<file path="src/rtl/signal_pkg.sv">
`default_nettype none
// ============================================================================
// Module      : signal_pkg
// Description : Lamp colour encodings, controller state enum and a helper
//               that sizes the phase timer from the timing parameters.
// Revision    : 1.0 - initial release
// ============================================================================
package signal_pkg;

    localparam logic [1:0] C_RED    = 2'b00;
    localparam logic [1:0] C_YELLOW = 2'b01;
    localparam logic [1:0] C_GREEN  = 2'b10;

    typedef enum logic [2:0] {
        HG  = 3'd0,   // highway green, country red
        HY  = 3'd1,   // highway yellow, country red
        AR1 = 3'd2,   // all red before country green
        CG  = 3'd3,   // highway red, country green
        CY  = 3'd4,   // highway red, country yellow
        AR2 = 3'd5    // all red before highway green
    } state_t;

    // Largest of the four phase durations; the timer must hold its value.
    function automatic int max4(input int a, input int b, input int c, input int d);
        int m;
        m = a;
        if (b > m) m = b;
        if (c > m) m = c;
        if (d > m) m = d;
        return m;
    endfunction

endpackage
`default_nettype wire

</file>
<file path="src/rtl/timed_signal_controller_phase_timer.sv">
`default_nettype none
// ============================================================================
// Module      : phase_timer
// Description : Saturating up-counter that restarts from zero on every phase
//               entry and flags when the elapsed count reaches a limit.
// Revision    : 1.0 - initial release
// ============================================================================
module phase_timer #(
    parameter int WIDTH = 4
) (
    input  logic             clk,
    input  logic             clear,
    input  logic             restart,
    input  logic             enable,
    input  logic [WIDTH-1:0] limit,
    output logic             at_limit
);

    logic [WIDTH-1:0] r_count;

    // Count cycles spent in the current phase; hold at all-ones so it never wraps.
    always_ff @(posedge clk) begin
        if (clear || restart) begin
            r_count <= '0;
        end else if (enable && (r_count != '1)) begin
            r_count <= r_count + 1'b1;
        end
    end

    // Count equals (cycles elapsed - 1), so the limit is programmed as duration - 1.
    assign at_limit = (r_count >= limit);

endmodule
`default_nettype wire

</file>
<file path="src/rtl/timed_signal_controller.sv">
`default_nettype none
// ============================================================================
// Module      : timed_signal_controller
// Description : Highway / country-road intersection controller. Highway
//               holds green until country demand appears after a minimum
//               green; country green ends on demand loss or a maximum time.
// Revision    : 1.0 - initial release
// ============================================================================
module timed_signal_controller
    import signal_pkg::*;
#(
    parameter int Y2R_DLY         = 2,
    parameter int R2G_DLY         = 2,
    parameter int MIN_HWY_GREEN   = 4,
    parameter int MAX_CNTRY_GREEN = 8
) (
    input  logic       clk,
    input  logic       clear,
    input  logic       x,
    output logic [1:0] hwy,
    output logic [1:0] cntry,
    output logic [2:0] phase,
    output logic       cntry_timeout
);

    localparam int C_TW = $clog2(max4(Y2R_DLY, R2G_DLY, MIN_HWY_GREEN, MAX_CNTRY_GREEN) + 1);

    state_t            r_state;
    state_t            w_next_state;
    logic [C_TW-1:0]   w_limit;
    logic              w_at_limit;
    logic              w_restart;
    logic              r_timeout;

    assign w_restart = (w_next_state != r_state);

    phase_timer #(
        .WIDTH (C_TW)
    ) u_phase_timer (
        .clk      (clk),
        .clear    (clear),
        .restart  (w_restart),
        .enable   (1'b1),
        .limit    (w_limit),
        .at_limit (w_at_limit)
    );

    // State register; clear overrides every transition and returns to highway green.
    always_ff @(posedge clk) begin
        if (clear) begin
            r_state <= HG;
        end else begin
            r_state <= w_next_state;
        end
    end

    // Timeout pulse occupies the first country-yellow cycle after a max-time exit.
    always_ff @(posedge clk) begin
        if (clear) begin
            r_timeout <= 1'b0;
        end else begin
            r_timeout <= (r_state == CG) && x && w_at_limit;
        end
    end

    // Next-state and timer limit selection; unused codes behave as highway green.
    always_comb begin
        w_next_state = r_state;
        w_limit      = C_TW'(MIN_HWY_GREEN - 1);
        case (r_state)
            HG: begin
                w_limit = C_TW'(MIN_HWY_GREEN - 1);
                if (x && w_at_limit) w_next_state = HY;
            end
            HY: begin
                w_limit = C_TW'(Y2R_DLY - 1);
                if (w_at_limit) w_next_state = AR1;
            end
            AR1: begin
                w_limit = C_TW'(R2G_DLY - 1);
                if (w_at_limit) w_next_state = CG;
            end
            CG: begin
                w_limit = C_TW'(MAX_CNTRY_GREEN - 1);
                if (!x || w_at_limit) w_next_state = CY;
            end
            CY: begin
                w_limit = C_TW'(Y2R_DLY - 1);
                if (w_at_limit) w_next_state = AR2;
            end
            AR2: begin
                w_limit = C_TW'(R2G_DLY - 1);
                if (w_at_limit) w_next_state = HG;
            end
            default: begin
                w_limit = C_TW'(MIN_HWY_GREEN - 1);
                w_next_state = (x && w_at_limit) ? HY : HG;
            end
        endcase
    end

    // Moore decode of lamps and phase code from the state register.
    always_comb begin
        hwy   = C_GREEN;
        cntry = C_RED;
        phase = 3'd0;
        case (r_state)
            HY:  begin hwy = C_YELLOW; phase = r_state; end
            AR1: begin hwy = C_RED;    phase = r_state; end
            CG:  begin hwy = C_RED;    cntry = C_GREEN;  phase = r_state; end
            CY:  begin hwy = C_RED;    cntry = C_YELLOW; phase = r_state; end
            AR2: begin hwy = C_RED;    phase = r_state; end
            default: begin
                hwy   = C_GREEN;
                cntry = C_RED;
                phase = 3'd0;
            end
        endcase
    end

    assign cntry_timeout = r_timeout;

endmodule
`default_nettype wire

</file>
<file path="config.mk">
export PLATFORM = sky130hd
export DESIGN_NAME = timed_signal_controller
export DESIGN_NICKNAME = d
export VERILOG_FILES = /design/src/rtl/signal_pkg.sv /design/src/rtl/timed_signal_controller_phase_timer.sv /design/src/rtl/timed_signal_controller.sv
export SDC_FILE = /design/constraint.sdc
export NUM_CORES = 1
export LEC_CHECK = 0
export ABC_AREA = 1
export CAP_MARGIN = 40
export CELL_PAD_IN_SITES_DETAIL_PLACEMENT = 1
export CELL_PAD_IN_SITES_GLOBAL_PLACEMENT = 1
export CORE_AREA = 2 2 43 45
export DETAILED_ROUTE_END_ITERATION = 10
export DIE_AREA = 0 0 45 47
export GPL_TIMING_DRIVEN = 0
export PLACE_DENSITY = 0.73
export SYNTH_ARGS = -nofsm -noshare
export SYNTH_HDL_FRONTEND = slang
export SYNTH_SLANG_ARGS = --single-unit
</file>
<file path="constraint.sdc">
create_clock -name clk -period 5.3 [get_ports clk]
set_clock_uncertainty 0.15 [all_clocks]
set_input_delay 0.53 -clock clk [delete_from_list [all_inputs] [get_ports clk]]
set_output_delay 0.53 -clock clk [all_outputs]
set_load 0.05 [all_outputs]
</file>
==> flow_summary.ini <==
[outcome]
run_status = completed

[yosys]
synth_area_um2 = 535.5
ys_warn_count = 0
synthTopCellsByArea = dfxtp_1 (30%), nand2_1 (11%), inv_1 (9.1%)
seq_area_frac_synth_pct = 29.91
yosysTopAreaCell = dfxtp_1
avgSynthCellArea_um2 = 6.611
yosysTopAreaCellShare_pct = 29.91
syn_nets = 87
syn-instance-count = 81
ys_seq_elements = 8
synth.distinct_cells = 18

[critical_path]
path_class = register to output pin
cp-end-kind = output pin
path_max_fanout = 7
cp-start-kind = register
crit_required_ps = 4620
ff2ff_setup_slack_ps = 2910
arrival_ps = 1960

[timing]
maxSlewHeadroom_pct = 66.72
setup-tns-final_ps = 0
maxSlewViolCount = 0
setup_viol = 0
hold_viol_final = 0
tightest_slew_ps = 497.7
whs_ps = 410.1
period_share_pct = 49.78
fin_ws_ps = 2662
grt_setup_unrepaired = false
layout_min_cycle_time_ps = 2638
fmax_mhz = 379.0

[die]
pin_count = 11
die_area_um2 = 2115
floorplan.initialDensity_pct = 32.42
rows = 15
core_area_um2 = 1652
die_w_um = 45
fp.dieH_um = 47

[clock_tree]
root_buffer = clkbuf_4
clkTransAtPathRegs_ps = 50
clock_sinks = 8
clock_path_buffers = 2
htreeDepth = 1
worstSkewPairLatency_ps = 250
post_cts_buffers = 0
cts.repair.resized = 0
cts_tree = yes
cts_buffers = 3
hold_buffers = 0

[global_routing]
grt_first_pass_wirelength_mm = 2.249
antenna_found_initial = 0
grt_max_degree = 8
grt_util_all_layers_pct = 14.87
grt_overflow_total = 0
first_global_vias = 529

[flow_run]
maxCapViolCount = 0

[place]
dp_hpwl_mm = 1.090
place_congestion = 0.8122
pre_cts_slack_ps = 2908
port_buffers = 10

[finish]
final_cell_mix = nand2_1 (16), inv_1 (13), nor2_1 (13)
final_util_pct = 41.14
mostFrequentLayoutCell = nand2_1
area_delta_synth_final_pct = 26.87
nNetsFinal = 102
nFillCells = 227
drive_gt1_share_pct = 12.77
antenna_cells = 0

[power_and_ir_drop]
irDropWorstVdd_mv = 0.1470
power.density_nw_per_um2 = 260.8
total_power_w = 0.0001772
leakage_nw = 0.3141

[drt]
num_vias = 533
first_iter_violations = 7
dr_wl_met2_um = 581
drc = 0
ant_nets = 0
wl_met3_um = 25
drt-met1-wl_um = 663
wl_mm = 1.281
vias_per_cell = 4.802
drt_first_pass_iters = 3
dr.max_layer_used = met4
post_drt_wl_per_cell_um = 11.54

[min_path]
worstHoldPathType = register to register
## worst max-delay path, cell delays in order (launching register included)
cell	delay [ps]
dfxtp_1	440
inv_1	160
nand3_1	120
nand2_1	80
nor2_1	100
clkdlybuf4s50_1	810
## per-layer routing
metal	vias to the layer above	global-route usage, %
met5	-	0
met4	0	7.059
met3	2	3.846
met2	4	22.57
met1	243	19.72
li1	284	-
## path summary, 6_finish.rpt
kind	start	to	cells past startpoint
max	r_state[0]	phase[0]	5
min	u_phase_timer.r_count[3]	u_phase_timer.r_count[3]	2
max reg2reg	r_state[1]	u_phase_timer.r_count[2]	15
min reg2reg	u_phase_timer.r_count[3]	u_phase_timer.r_count[3]	2
## flip-flops by register name (all words and copies together) (netlist names)
register and count:
cntry_timeout 1, r_state 3, u_phase_timer.r_count 4
## synth_stat cells, drive strengths merged
cell / instances
nand4: 1
nand2: 18
mux2i: 1
a31oi: 1
dfxtp: 8
o21ai: 2
nand3: 11
ha: 3
xnor2: 1
nor2: 16
o211ai: 1
a21oi: 4
inv: 14
## report_power, final
group          leakage [nW]  internal [W]  switching (W)
clock network        0.0138     0.0000259      0.0000198
logic                 0.235     0.0000203      0.0000363
registers            0.0651     0.0000666     0.00000827
total                 0.314      0.000113      0.0000644
## kinds of logic (layout without fill, tap and decap cells)
logic type	Yosys count	in the layout	synth area share [%]
simple gates	46	46	41.59
buf+inv	14	27	9.813
compound gates	8	8	8.179
flops	8	8	29.91
fa+ha+maj	3	3	7.010
xor+xnor	1	1	1.636
mux	1	1	1.869
## cell type report
class | instances | area, µm² | area share, %
inverters | 14 | 52.55 | 7.735
flip-flops and latches | 8 | 160.2 | 23.57
multi-input cells | 59 | 322.8 | 47.51
clock buffers | 3 | 22.52 | 3.315
repair buffers | 10 | 100.1 | 14.73
well taps | 17 | 21.27 | 3.131
## through the flow
step | instance area, µm² | std cells
after floorplan | 535.5 | 81
after global placement | 656.9 | 108
after global routing | 679.4 | 111
final | 679.4 | 111
after CTS | 679.4 | 111
after detailed placement | 656.9 | 108
Power figures use the tool's default switching activity.
